File: src/rtl/pixel_write_buffer.sv
`default_nettype none
// ============================================================================
// Module      : pixel_write_buffer
// Description : Converts the plotter's (x, y, colour) pixel stream into linear
//               framebuffer addresses, queues them in a small FIFO and drains
//               the FIFO into the framebuffer write port whenever memory
//               grants access.
// Revision    : 1.0 - initial release
// ============================================================================
module pixel_write_buffer #(
    parameter int X_SCREEN_PIXELS = 160,
    parameter int Y_SCREEN_PIXELS = 120,
    parameter int ADDR_W          = 15,
    parameter int DEPTH           = 16,
    parameter int CNT_W           = 5
) (
    input  logic              iClock,
    input  logic              iResetn,
    input  logic [7:0]        iX,
    input  logic [6:0]        iY,
    input  logic [2:0]        iColour,
    input  logic              iPlot,
    input  logic              iMemReady,
    input  logic              iClearOvf,
    output logic [ADDR_W-1:0] oAddr,
    output logic [2:0]        oData,
    output logic              oWrEn,
    output logic              oEmpty,
    output logic              oFull,
    output logic [CNT_W-1:0]  oCount,
    output logic              oOverflow,
    output logic              oRangeErr
);

    localparam int               PTR_W   = $clog2(DEPTH);
    localparam int               ENTRY_W = ADDR_W + 3;
    localparam logic [8:0]       c_X_LIM = 9'(X_SCREEN_PIXELS);
    localparam logic [7:0]       c_Y_LIM = 8'(Y_SCREEN_PIXELS);
    localparam logic [CNT_W-1:0] c_DEPTH = CNT_W'(DEPTH);

    // Stage 1 registers
    logic              r_s1_valid;
    logic [ADDR_W-1:0] r_s1_addr;
    logic [2:0]        r_s1_colour;
    logic              r_range_err;

    // FIFO storage and bookkeeping
    logic [ENTRY_W-1:0] r_mem [DEPTH];
    logic [PTR_W-1:0]   r_wr_ptr;
    logic [PTR_W-1:0]   r_rd_ptr;
    logic [CNT_W-1:0]   r_count;
    logic               r_full;
    logic               r_empty;

    // Output registers
    logic [ADDR_W-1:0] r_out_addr;
    logic [2:0]        r_out_data;
    logic              r_wr_en;
    logic              r_overflow;

    logic               w_in_range;
    logic [ADDR_W-1:0]  w_addr;
    logic               w_pop;
    logic               w_push;
    logic               w_drop;
    logic [ENTRY_W-1:0] w_head;
    logic [CNT_W-1:0]   w_count_next;

    assign w_in_range = ({1'b0, iX} < c_X_LIM) && ({1'b0, iY} < c_Y_LIM);
    assign w_addr     = ADDR_W'(iY) * ADDR_W'(X_SCREEN_PIXELS) + ADDR_W'(iX);

    // A pop never happens at empty, so there is no same-cycle bypass path.
    assign w_pop  = (r_count != '0) && iMemReady;
    // A full FIFO still accepts a push when the head leaves in the same cycle.
    assign w_push = r_s1_valid && ((r_count != c_DEPTH) || w_pop);
    assign w_drop = r_s1_valid && !w_push;
    assign w_head = r_mem[r_rd_ptr];

    // Next occupancy, used so full/empty flags register alongside the count
    always_comb begin
        w_count_next = r_count;
        if (w_push && !w_pop) begin
            w_count_next = r_count + CNT_W'(1);
        end else if (w_pop && !w_push) begin
            w_count_next = r_count - CNT_W'(1);
        end
    end

    // Stage 1: range check and linear address computation
    always_ff @(posedge iClock or negedge iResetn) begin
        if (!iResetn) begin
            r_s1_valid  <= 1'b0;
            r_s1_addr   <= '0;
            r_s1_colour <= '0;
            r_range_err <= 1'b0;
        end else begin
            r_s1_valid  <= iPlot && w_in_range;
            r_range_err <= iPlot && !w_in_range;
            if (iPlot && w_in_range) begin
                r_s1_addr   <= w_addr;
                r_s1_colour <= iColour;
            end
        end
    end

    // FIFO storage write; contents need no reset since count gates reads
    always_ff @(posedge iClock) begin
        if (w_push) begin
            r_mem[r_wr_ptr] <= {r_s1_addr, r_s1_colour};
        end
    end

    // FIFO pointers, occupancy and flags; pointers wrap naturally at DEPTH
    always_ff @(posedge iClock or negedge iResetn) begin
        if (!iResetn) begin
            r_wr_ptr <= '0;
            r_rd_ptr <= '0;
            r_count  <= '0;
            r_full   <= 1'b0;
            r_empty  <= 1'b1;
        end else begin
            if (w_push) begin
                r_wr_ptr <= r_wr_ptr + PTR_W'(1);
            end
            if (w_pop) begin
                r_rd_ptr <= r_rd_ptr + PTR_W'(1);
            end
            r_count <= w_count_next;
            r_full  <= (w_count_next == c_DEPTH);
            r_empty <= (w_count_next == '0);
        end
    end

    // Output register and sticky overflow; a drop beats a same-cycle clear
    always_ff @(posedge iClock or negedge iResetn) begin
        if (!iResetn) begin
            r_out_addr <= '0;
            r_out_data <= '0;
            r_wr_en    <= 1'b0;
            r_overflow <= 1'b0;
        end else begin
            r_wr_en <= w_pop;
            if (w_pop) begin
                r_out_addr <= w_head[ENTRY_W-1:3];
                r_out_data <= w_head[2:0];
            end
            if (w_drop) begin
                r_overflow <= 1'b1;
            end else if (iClearOvf) begin
                r_overflow <= 1'b0;
            end
        end
    end

    assign oAddr     = r_out_addr;
    assign oData     = r_out_data;
    assign oWrEn     = r_wr_en;
    assign oEmpty    = r_empty;
    assign oFull     = r_full;
    assign oCount    = r_count;
    assign oOverflow = r_overflow;
    assign oRangeErr = r_range_err;

endmodule
`default_nettype wire

File: config.mk
export PLATFORM = sky130hd
export DESIGN_NAME = pixel_write_buffer
export DESIGN_NICKNAME = d
export VERILOG_FILES = /design/src/rtl/pixel_write_buffer.sv
export SDC_FILE = /design/constraint.sdc
export NUM_CORES = 1
export LEC_CHECK = 0
export ABC_CLOCK_PERIOD_IN_PS = 3600
export BUFFER_PORTS_ARGS = -buffer_cell sky130_fd_sc_hd__buf_2
export CORE_ASPECT_RATIO = 2
export CORE_MARGIN = 8
export CORE_UTILIZATION = 40
export CTS_BUF_LIST = sky130_fd_sc_hd__clkbuf_8
export DETAILED_ROUTE_END_ITERATION = 8
export GPL_TIMING_DRIVEN = 0
export SLEW_MARGIN = 20
export SYNTH_ARGS = -nofsm -noshare
export SYNTH_HDL_FRONTEND = slang
export SYNTH_SLANG_ARGS = --single-unit
File: constraint.sdc
create_clock -name iClock -period 3.6 [get_ports iClock]
set_clock_uncertainty 0.15 [all_clocks]
set_input_delay 0.72 -clock iClock [delete_from_list [all_inputs] [get_ports iClock]]
set_output_delay 0.72 -clock iClock [all_outputs]
set_load 0.02 [all_outputs]
==> results by stage <==
Global route:
- The total overflow left after global routing is 0.
- Entering global routing, the biggest net connects 35 pins.
- The wire length of the first global-routing pass is 48500 um.
- The initial antenna violation count is 1.
- The via count of the first global-routing pass is 7776.
- The overall global routing resource usage is 16.2%.

Placement:
- The count of buffers added on input and output ports is 49.
- The number of placed cells counting well taps is 1235.
- The final RePlAce weighted congestion is 0.766.
- The placed wire-length estimate after detailed placement is 21800 um.
- The total placed instance area is 0.0150 sq mm.
- The worst setup slack before clock tree synthesis is 0.281 ns.

STA:
- For the pin with the worst max-slew slack, the measured transition is 1.07 ns.
- Derived from the worst setup path, the maximum achievable clock frequency is 318 MHz.
- Setup repair after global routing left no endpoint under its margin.
- The final setup violation count is 0.
- The minimum clock period after layout is 3.14 ns.
- In the post-route analysis, the smallest setup slack over all paths is 0.456 ns.
- The number of hold violations in the final report is 0.
- In this run the tightest slew margin relative to its limit is 28.6%.
- The max-slew violation total from the final report is 0.
- The worst hold slack is 0.185 ns.
- The share of the clock period used by the worst path is 87.3%.

Synthesis:
- The number of enable flip-flop cells after synthesis is 288.
- The proportion of netlist area held by the largest area contributor is 62.9%.
- The share of synthesized area occupied by flip-flops and latches is 72.9%.
- The biggest area consumer among synthesized cells is sky130_fd_sc_hd__edfxtp_1.
- The commonest cells after synthesis are sky130_fd_sc_hd__edfxtp_1 (288), sky130_fd_sc_hd__nand2_1 (102), sky130_fd_sc_hd__mux4_2 (90).
- The total of warnings raised by yosys is 0.
- Ranked by total cell area, the synthesized netlist is headed by sky130_fd_sc_hd__edfxtp_1 (63%), sky130_fd_sc_hd__mux4_2 (15%), sky130_fd_sc_hd__dfrtp_1 (9.8%), sky130_fd_sc_hd__nand2_1 (2.8%), sky130_fd_sc_hd__ha_1 (1.9%).
- In this run, synthesis produced a sequential element count of 343.
- The cell area that synthesis handed to floorplanning was 0.0138 sq mm.
- In this run the mean area of a mapped cell was 19.1 sq um.
- The netlist uses 52 different library cells.
- The cell count after synthesis is 722.
- Counting flops with an async set or reset pin after synthesis yields a share of 16.0%.
- The predominant post-synthesis flop cell is sky130_fd_sc_hd__edfxtp_1.
- sky130_fd_sc_hd__edfxtp_1 is the most common cell in the netlist.
- Counting every net in the synthesized netlist gives 768.

Clock tree:
- The tree built by TritonCTS fans out to 343 sinks.
- The clock buffer count from CTS is 46.
- The CTS root buffer is sky130_fd_sc_hd__clkbuf_8.
- The clock tree from TritonCTS is yes.
- In this run the deepest clock path goes through 3 buffers.
- Clock-pin slew was measured on the worst setup and hold paths at 0.07 ns.
- The number of setup buffers added after CTS is 0.
- The CTS H-tree depth is 2.
- Clock latency on the worst-skew pair, taken at its later pin, is 0.57 ns.

Finish:
- The layout overhead on the synthesized area is 15.7%.
- Of the cells placed in the final design, the portion with a size suffix greater than 1 is 28.9%.
- The final layout net count is 889.
- Cells fill 46.7% of the core in the end.
- The number of fill cells is 2955.
- The count of non-filler cells in the finished layout is 1322.
- Once layout is done, the placed cells without fillers occupy 0.0159 sq mm.

Floorplan:
- The total I/O pin count is 51.
- The die covers 0.0409 sq mm.
- The die width is 147 um.
- The starting density of the core is 40.3%.
- Measured along the y axis, the die boundary spans 278 um.
- The initialized floorplan defines 96 standard-cell rows.
- The placeable core region is 0.0341 sq mm.

Worst setup path:
- The element type at the critical path end is a register.
- Data on the critical path is required at its endpoint by 3.73 ns.
- The family of cells with the greatest summed delay on the critical path is simple AND/OR/NAND/NOR gates.
- By instance count, the cell type seen most on the critical path is sky130_fd_sc_hd__nand2_1.
- Data on the critical path arrives at its endpoint at 3.27 ns.
- The kind of critical path is reg2reg.
- The worst setup path is launched from a register.
- Traced cell by cell, the critical path runs through inv_1 -> ha_1 -> nand2_1 -> o31a_1 -> clkbuf_1 -> nand2_1 -> nor3_2 -> buf_4 -> buf_6.
- The peak fanout along the critical path is 8.
- For this run, the slowest stage of the critical path takes 0.51 ns.
- The critical path contains buffers and inverters numbering 4 combined.
- The master of the slowest instance on the critical path is sky130_fd_sc_hd__nor3_2.

Routing:
- In the routed design, unresolved DRC markers number 0.
- For this run, the detailed router's first-pass iteration total came to 6.
- The total vias in the final route is 7029.
- Using the TritonRoute via totals, the vias-per-cell ratio works out to 5.32.
- The detailed router finished its first iteration with 508 violations.
- The routed length per instance is 24.5 um.
- The sum of routed wire length over all layers is 32400 um.
- The detail route stage leaves a number of antenna-violating nets equal to 0.

Power:
- The worst-case IR drop observed on VDD is 0.266 mV.
- For this design the ratio of total power to cell area is 728 mW/mm^2.
- The static power due to leakage is 0.00562 uW.

Job:
- The reported max-cap violation count is 0.

Min path:
- The tightest min-delay check is of the in2reg type.

Status:
- The run finished with clean final reports.
==> path summary, 6_finish.rpt <==
kind                            slack (ns)  cells after the start           end  startpoint
worst max-delay path                  0.46                      9  r_mem[2][13]   oCount[0]
max in group asynchronous             2.25                      3        oEmpty     iResetn
worst max register to register        0.46                      9  r_mem[2][13]   oCount[0]
worst min-delay path                  0.18                      3  r_s1_addr[0]       iX[0]
worst min register to register        0.32                      2     oAddr[14]   oAddr[14]
min in group asynchronous             0.45                      2     oAddr[10]     iResetn
==> routing by layer <==
metal	GRT usage, %	vias up	routed length, um
met1	17.2	3677	11500
met2	30.9	184	18500
met3	2.39	69	1300
met4	6.99	0	1130
met5	0	-	0
li1	-	3099	-
==> cell usage in the layout, fill, tap and decap left out, drive strengths merged, types with 3 or more instances in the layout <==
cell type  netlist  routed
xnor2           10      10
dfrtp           54      54
nand3            5       5
xor2             8       8
clkbuf          14      64
ha              21      21
buf             20      92
a21oi            3       3
nor3b            3       3
edfxtp         288     288
or2              3       3
clkinv           0      13
nand2          102     102
inv             13      33
mux4            90      90
o21ai           13      13
nor2            17      17
a31oi            5       5
nor3             6       6
nand2b           3       3
nand4            6       6
nor2b            5       5
a21o             3       3
==> stage by stage <==
| step | TNS (ns) | power [uW] |
|---|---|---|
| 3_3_place_gp | -210.68 | 8750 |
| 6_report | 0 | 11600 |
| 5_1_grt | 0 | 12200 |
| 3_5_place_dp | 0 | 8970 |
| 4_1_cts | 0 | 11800 |
| 2_1_floorplan | 0 | 7690 |
==> where the power goes <==
group	switching, uW	internal [uW]	leakage (uW)	total [uW]
Combinational	1920	1620	0.00183	3540
Sequential	355	4910	0.00328	5270
Clock	1430	1360	0.000506	2790
==> repair_timing <==
item                       4_1_cts  5_1_grt
setup endpoints to repair        0        0
hold endpoints to repair        21        0
hold buffers                     1        0
resized for setup                0        0
==> registers in the layout, indices dropped and copies added, names as in the netlist <==
name	cells
oOverflow	1
r_mem	288
oData	3
oEmpty	1
r_wr_ptr	4
r_s1_addr	15
r_rd_ptr	4
r_s1_colour	3
oAddr	15
r_s1_valid	1
oWrEn	1
oCount	5
oFull	1
oRangeErr	1
==> worst min-delay path: cells and delay by family <==
| kind | cells | cell delay (ns) |
|---|---|---|
| and+or+nand+nor | 2 | 0.09 |
| buffers and inverters | 1 | 0.07 |
==> cell families (layout without fill, tap and decap cells) <==
kind of cell	count (synthesis)	count (layout)	synth area share, %
AND/OR/NAND/NOR	161	161	5.23
buffers and inverters	47	205	1.76
XOR/XNOR	18	18	1.15
multiplexers	91	91	14.8
AO/OA/AOI/OAI	39	39	1.96
flip-flops	343	343	72.9
adder cells (fa/ha/maj)	23	23	2.20
other	0	1	0
==> cell type report <==
class	instances	area [sq um]	area share (%)
flip-flops and latches	343	10000	63.0
multi-input cells	332	3600	22.6
clock buffers	50	688	4.32
repair buffers	73	637	4.00
well taps	441	552	3.47
plain buffers	34	194	1.22
clock inverters	35	175	1.10
inverters	13	48.8	0.306
diodes	1	2.50	0.0157
Power figures use the tool's default switching activity.
